===== config.mk =====
export PLATFORM = sky130hd
export DESIGN_NAME = uart_send_char
export DESIGN_NICKNAME = d
export VERILOG_FILES = /design/src/rtl/uart_mon_pkg.sv /design/src/rtl/nib2ascii.sv /design/src/rtl/uart_send_char.sv
export SDC_FILE = /design/constraint.sdc
export NUM_CORES = 1
export LEC_CHECK = 0
export ABC_AREA = 1
export BUFFER_PORTS_ARGS = -buffer_cell sky130_fd_sc_hd__buf_2
export CORE_MARGIN = 2
export CORE_UTILIZATION = 57
export CTS_CLUSTER_SIZE = 8
export DETAILED_ROUTE_END_ITERATION = 8
export GPL_ROUTABILITY_DRIVEN = 1
export PLACE_DENSITY_LB_ADDON = 0.08
export SLEW_MARGIN = 20
export SYNTH_ARGS = -nofsm -noshare
export SYNTH_HDL_FRONTEND = slang
export SYNTH_SLANG_ARGS = --single-unit

===== constraint.sdc =====
create_clock -name clk -period 4.3 [get_ports clk]
set_clock_uncertainty 0.2 [all_clocks]
set_input_delay 0.645 -clock clk [delete_from_list [all_inputs] [get_ports clk]]
set_output_delay 0.645 -clock clk [all_outputs]
set_load 0.02 [all_outputs]

===== src/rtl/uart_mon_pkg.sv =====
// Shared UART monitor definitions: ASCII constants and formatter state encodings.
package uart_mon_pkg;

  localparam logic [7:0] ASCII_CR   = 8'h0d;
  localparam logic [7:0] ASCII_LF   = 8'h0a;
  localparam logic [7:0] ASCII_SP   = 8'h20;
  localparam logic [7:0] ASCII_ZERO = 8'h30;
  localparam logic [7:0] ASCII_A    = 8'h61;

  typedef enum logic [2:0] {
    ST_IDLE,
    ST_ECHO,
    ST_HEX,
    ST_SEP,
    ST_CR,
    ST_LF
  } fmt_state_e;

endpackage


===== src/rtl/nib2ascii.sv =====
// Combinational nibble to lowercase ASCII hex digit.
module nib2ascii
  import uart_mon_pkg::*;
(
  input  logic [3:0] i_nib,
  output logic [7:0] o_ascii
);

  always_comb begin
    if (i_nib < 4'd10) o_ascii = ASCII_ZERO + {4'h0, i_nib};
    else               o_ascii = ASCII_A + ({4'h0, i_nib} - 8'd10);
  end

endmodule


===== src/rtl/uart_send_char.sv =====
// UART monitor TX formatter: echo, 32-bit hex words with separator, CR LF.
// Define UART_ECHO_EN to include the echo path.
module uart_send_char
  import uart_mon_pkg::*;
(
  input  logic        clk,
  input  logic        rst,
  input  logic        echo_en,
  input  logic [7:0]  echo_char,
  input  logic        crlf_in,
  input  logic        word_valid,
  input  logic [31:0] word_data,
  input  logic        word_last,
  output logic        word_ready,
  output logic [7:0]  tx_data,
  output logic        tx_valid,
  input  logic        tx_ready,
  output logic        busy
);

  fmt_state_e  r_state, w_next;
  logic [31:0] r_shift;
  logic [3:0]  r_cnt;
  logic        r_last;
  logic        r_crlf_pend;
  logic        w_xfer, w_accept;
  logic        w_echo_pend, w_echo_req;
  logic [7:0]  w_echo_byte, w_nib_ascii;

  assign w_xfer   = tx_valid & tx_ready;
  assign w_accept = word_valid & word_ready;

`ifdef UART_ECHO_EN
  logic       r_echo_pend;
  logic [7:0] r_echo_buf, r_echo_tx;

  assign w_echo_pend = r_echo_pend;
  assign w_echo_req  = echo_en;
  assign w_echo_byte = r_echo_tx;

  // The sent byte is latched separately so a new echo_en can refill the buffer mid-send.
  always_ff @(posedge clk) begin
    if (rst) begin
      r_echo_pend <= 1'b0;
      r_echo_buf  <= '0;
      r_echo_tx   <= '0;
    end else if (r_state == ST_IDLE && w_next == ST_ECHO) begin
      r_echo_tx   <= echo_en ? echo_char : r_echo_buf;
      r_echo_pend <= 1'b0;
    end else if (echo_en) begin
      r_echo_buf  <= echo_char;
      r_echo_pend <= 1'b1;
    end
  end
`else
  logic w_unused_echo;
  assign w_unused_echo = ^{echo_en, echo_char};
  assign w_echo_pend   = 1'b0;
  assign w_echo_req    = 1'b0;
  assign w_echo_byte   = '0;
`endif

  nib2ascii u_nib2ascii (
    .i_nib   (r_shift[31:28]),
    .o_ascii (w_nib_ascii)
  );

  // Pending requests beat a new word; fresh pulses only start when no word is offered.
  always_comb begin
    w_next = r_state;
    case (r_state)
      ST_IDLE: begin
        if (w_echo_pend)      w_next = ST_ECHO;
        else if (r_crlf_pend) w_next = ST_CR;
        else if (w_accept)    w_next = ST_HEX;
        else if (w_echo_req)  w_next = ST_ECHO;
        else if (crlf_in)     w_next = ST_CR;
      end
      ST_ECHO: if (w_xfer) w_next = ST_IDLE;
      ST_HEX:  if (w_xfer && r_cnt == 4'd7) w_next = r_last ? ST_CR : ST_SEP;
      ST_SEP:  if (w_xfer) w_next = ST_IDLE;
      ST_CR:   if (w_xfer) w_next = ST_LF;
      ST_LF:   if (w_xfer) w_next = ST_IDLE;
      default: w_next = ST_IDLE;
    endcase
  end

  always_ff @(posedge clk) begin
    if (rst) begin
      r_state     <= ST_IDLE;
      r_shift     <= '0;
      r_cnt       <= '0;
      r_last      <= 1'b0;
      r_crlf_pend <= 1'b0;
    end else begin
      r_state <= w_next;
      if (w_accept) begin
        r_shift <= word_data;
        r_last  <= word_last;
        r_cnt   <= '0;
      end else if (r_state == ST_HEX && w_xfer) begin
        r_shift <= {r_shift[27:0], 4'h0};
        r_cnt   <= r_cnt + 4'd1;
      end
      // A CR LF leaving IDLE consumes the request; pulses during any other state queue one more.
      if (r_state == ST_IDLE && w_next == ST_CR) r_crlf_pend <= 1'b0;
      else if (crlf_in)                          r_crlf_pend <= 1'b1;
    end
  end

  always_comb begin
    tx_data = '0;
    case (r_state)
      ST_ECHO: tx_data = w_echo_byte;
      ST_HEX:  tx_data = w_nib_ascii;
      ST_SEP:  tx_data = ASCII_SP;
      ST_CR:   tx_data = ASCII_CR;
      ST_LF:   tx_data = ASCII_LF;
      default: tx_data = '0;
    endcase
  end

  assign tx_valid   = (r_state != ST_IDLE);
  assign busy       = tx_valid | w_echo_pend | r_crlf_pend;
  assign word_ready = (r_state == ST_IDLE) & ~w_echo_pend & ~r_crlf_pend & ~rst;

endmodule


# == After elaboration in Yosys (flattened, before gate mapping) ==
# Cells that the tools add are included.
# word_totals
ff_bits,41
in_bits,47
out_inout_bits,11
word_cells,45
# classes
addsub,4
n_lt_le_gt_ge,1
n_eq_ne,7
n_mux,12
bitwise,7
reduce_logical,9
# ops
cell,n
2-to-1 mux 32 bit,2
case mux 8 bit (4 select lines),1
2-to-1 mux 3 bit,7
case mux 3 bit (4 select lines),1
"== test 3 bit, second input constant",3
"adder 7 x 8 -> 8 bit, first input constant",1
2-to-1 mux 8 bit,1
"adder 6 x 4 -> 7 bit, first input constant",1
"== test 3 x 2 -> 1 bit, second input constant",2
"subtractor 4 x 4 -> 5 bit, second input constant",1
"adder 4 x 1 -> 4 bit, second input constant",1
bitwise AND 1 bit,4
"== test 4 x 3 -> 1 bit, second input constant",1
"less-than comparator 4 bit, second input constant",1
OR reduction 2 bit,2
"== test 3 x 1 -> 1 bit, second input constant",1
logical AND 1 bit,3
zero test 3 bit,1
nonzero test 3 bit,1
OR reduction 3 bit,1
inverter 1 bit,2
nonzero test 2 bit,1
OR 1 bit,1

# == Depth between registers and ports, before layout ==
# depth
depth_word,10
ltp_mapped,9
ltp_nobuf,9

# == By module ==
# A second synthesis with hierarchy kept.
# unflattened
hier_cells,357
area_unflattened_um2,2371.0
# modules_own_cells
module,n_inst,cells_per_inst,area_each_um2,seq_area_each_um2
uart_send_char,1,324,2177.1,820.8
nib2ascii,1,33,193.9,0.0

# == Worst setup path after synthesis ==
# OpenSTA, ideal clock, no wires.
# synth_timing
path_kind,register -> output
from,register r_shift[29]
to,output port tx_data[5]
arrival_time_ps,1458
required_time_ps,3455
path_slack_ps,1997
path_stages_with_launch,9
path_buffers,0
cell_sequence,dfxtp_1 -> inv_1 -> ha_1 -> inv_1 -> ha_1 -> nand2_1 -> nand2_1 -> nor2_1 -> nor3_1
# synth_via
elab_chain_len,4
elab_cells_between_ends,6
classes_between,add/sub: 3; order compare: 1; mux: 2
# synth_lines
item,line_no,rtl
"start, declared",uart_send_char.sv:22,logic [31:0] r_shift;
"start signal, assigned",uart_send_char.sv:98,r_shift <= word_data;
"start signal, assigned",uart_send_char.sv:102,"r_shift <= {r_shift[27:0], 4'h0};"
subtractor 4 x 4 -> 5 bit,nib2ascii.sv:11,"else o_ascii = ASCII_A + ({4'h0, i_nib} - 8'd10);"
adder 7 x 8 -> 8 bit,nib2ascii.sv:11,
2-to-1 mux 8 bit *,nib2ascii.sv:10,"if (i_nib < 4'd10) o_ascii = ASCII_ZERO + {4'h0, i_nib};"
case mux 8 bit (4 select lines) *,uart_send_char.sv:113,case (r_state)
"end, declared",uart_send_char.sv:15,"output logic [7:0] tx_data,"
# Mark *: on every way between the ends. The rest lies on a longest branch, timed or not.

# == Final worst setup path ==
# layout_timing
from,register r_shift[29]
to,output port tx_data[4]
# The elaborated chain is that of the path after synthesis.

==> out/qor.yml <==
yosys:
  syn-num-nets: 394
  synth_ff_type: "dfxtp_1"
  synth_edf_count: 0
  async_flop_share_pct: 0
  synth-seq-area-share_pct: 35.98
  netlist.area_leader.share_pct: 35.98
  ys_ff_latch: 41
  synthesis.area_sq_um: 2281
  syn_avg_cell_area_sq_um: 6.669
  synth_top_area_cell: "dfxtp_1"
  syn_inst: 342
  synthTopCellsByArea: "dfxtp_1, nand2_1, nand3_1"
  synth.most_common_cell: "nand2_1"
  synth_common_cells: "nand2_1, dfxtp_1, nand3_1, nor2_1, nor2_2"
  yosysWarnings: 0
  synth_cell_types: 33
cts:
  root_buffer: "clkbuf_8"
  clkTransAtPathRegs_ns: 0.07
  cts-buffers-inserted: 5
  h-tree-depth: 2
  clk_latency_ns: 0.29
  hold_buffers: 0
  cts_resized: 0
  cts_tree: "built"
  clockBufferDepth: 2
  post_cts_buffers: 0
  clock_sinks: 41
routing:
  viasPerCell: 5.042
  postRouteAntennaNets: 0
  vias: 2173
  drc: 0
  drtIter0Drc: 129
  wire_per_inst_um: 11.02
  wl_mm: 4.751
  dr.pass1.iters: 4
power:
  p_leak_nw: 1.242
  pwr_density_cell_nw_per_um2: 365.4
  vdd_drop_max_uv: 277.0
global_route:
  antenna_found_initial: 0
  grt_pass1_wl_mm: 8.079
  grt_max_degree: 43
  grt_usage_pct: 23.15
  gr-total-overflow: 0
  grt_pass1_vias: 1934
timing:
  fmax_mhz: 376.9
  rsz0062_at_grt: "false"
  fin_crit_ns: 2.653
  final-hold-violation-count: 0
  timing.hold.ws_ns: 0.2832
  worstMarginPinSlew_ns: 0.8465
  setup-violations-final: 0
  tns_ns: 0
  post-route-period-util_pct: 61.70
  slew_headroom_pct: 43.37
  drv_slew: 0
floorplanning:
  die_x_um: 67.26
  die_y_um: 67.26
  core-area_sq_um: 3744
  io_pins: 58
  die_area_sq_um: 4524
  start_util_pct: 60.93
  fp-row-count: 22
worst_setup_path:
  cp_cell_sequence: "inv_1 -> ha_1 -> inv_1 -> ha_1 -> nand3b_1 -> a21oi_1 -> o21ai_0 -> nand2_1 -> inv_1 -> buf_2"
  path_buf_inv: 4
  cp_max_fo: 4
  worstSetupEndpointType: "output pin"
  cp_slowest_cell: "dfxtp_1"
  crit_path_start_kind: "flop"
  rr_worst_depth: 8
  critPathMostFrequentCell: "inv_1"
  crit_type: "reg2out"
  critPathArrivalTime_ns: 1.81
  cpPeakStageDelay_ns: 0.33
  cp.depth: 10
  required_ns: 3.45
  critPathTopFamily: "adder cells"
finish:
  diodes: 0
  drive_gt1_share_pct: 22.72
  fin_util_pct: 68.92
  nNetsFinal: 434
  area_growth_pct: 13.11
  nFillCells: 358
flow_run:
  maxCapViolCount: 0
hold_path:
  worstHoldPathCells: 2
  hold_path.class: "reg2reg"
placed_design:
  portBuffers: 47
  dp_hpwl_mm: 3.203
  gp_congestion: 0.8195
outcome:
  outcome: "complete, no violations"
-- routing by layer --
| layer | global-route usage (%) | share of wire, % |
|---|---|---|
| met1 | 29.00 | 49 |
| met3 | 4.833 | 3.8 |
| met5 | 0 | 0 |
| met2 | 38.86 | 46 |
| met4 | 9.184 | 1.3 |
-- final timing paths --
check / startpoint / endpoint / slack (ns)
setup / recovery: r_shift[29]$_SDFFE_PP0P_ / tx_data[4] / 1.65
setup reg to reg: r_state[2]$_SDFF_PP0_ / r_shift[27]$_SDFFE_PP0P_ / 2.00
hold / removal: r_shift[12]$_SDFFE_PP0P_ / r_shift[12]$_SDFFE_PP0P_ / 0.28
hold reg to reg: r_shift[12]$_SDFFE_PP0P_ / r_shift[12]$_SDFFE_PP0P_ / 0.28
-- logic make-up (layout without fill, tap and decap cells) --
group	Yosys count	count (layout)	share of synthesized area (%)
buffers and inverters	39	80	8.831
AOI/OAI and AO/OA	33	33	7.461
and+or+nand+nor	219	219	43.28
other	1	1	0.1644
DFF	41	41	35.98
adders and majority gates	5	5	2.743
xor gates and xnor gates	4	4	1.536
-- metrics by stage --
stage          worst slack (ns)  cell area [sq um]   power, W  cells
5_1_grt                   1.461               2580   0.001004    431
2_1_floorplan             1.997               2281  0.0006222    342
6_report                  1.647               2580  0.0009428    431
3_3_place_gp              1.774               2479  0.0006739    423
3_5_place_dp              1.775               2479  0.0006784    423
4_1_cts                   1.634               2580  0.0009506    431
-- power breakdown --
part | internal [W] | switching (W)
logic | 0.0000863 | 0.000147
clock network | 0.000145 | 0.000127
registers | 0.000415 | 0.0000235
total | 0.000646 | 0.000297
-- worst reg2reg max path, stage by stage (launching register included) --
cell and delay [ns]:
dfxtp_1 0.39, nor2_4 0.25, nand3_2 0.15, nor2_4 0.11, nand2_2 0.48, buf_4 0.43
nand3_1 0.09, nand2_1 0.05, nor2_1 0.10
-- area by class of cell --
class                      instances  area (sq um)  share of cell area, %
inverter                          23         88.84                  3.443
clock inverter                     1         5.005                 0.1940
tap                               48         60.06                  2.328
clock buffer                       7         96.34                  3.734
timing repair buffer              49         250.2                  9.699
multi-input combinational        262          1259                  48.79
sequential                        41         820.8                  31.81
-- flip-flops by register name, indices dropped and copies added (netlist names) --
signal	flops
r_crlf_pend	1
r_shift	32
r_last	1
r_state	3
r_cnt	4
-- placed cells by master, fill, tap and decap left out, types with 2 or more instances in the layout --
master	netlist	routed
a21oi_1	16	16
buf_2	6	47
buf_4	2	2
clkbuf_8	0	7
dfxtp_1	41	41
ha_1	5	5
inv_1	20	20
nand2_1	114	114
nand3_1	36	36
nor2_1	36	36
nor2_2	21	21
nor2_4	2	2
nor3_1	2	2
o21ai_0	13	13
xnor2_1	3	3
No activity file was read; power rests on OpenSTA's default activity.
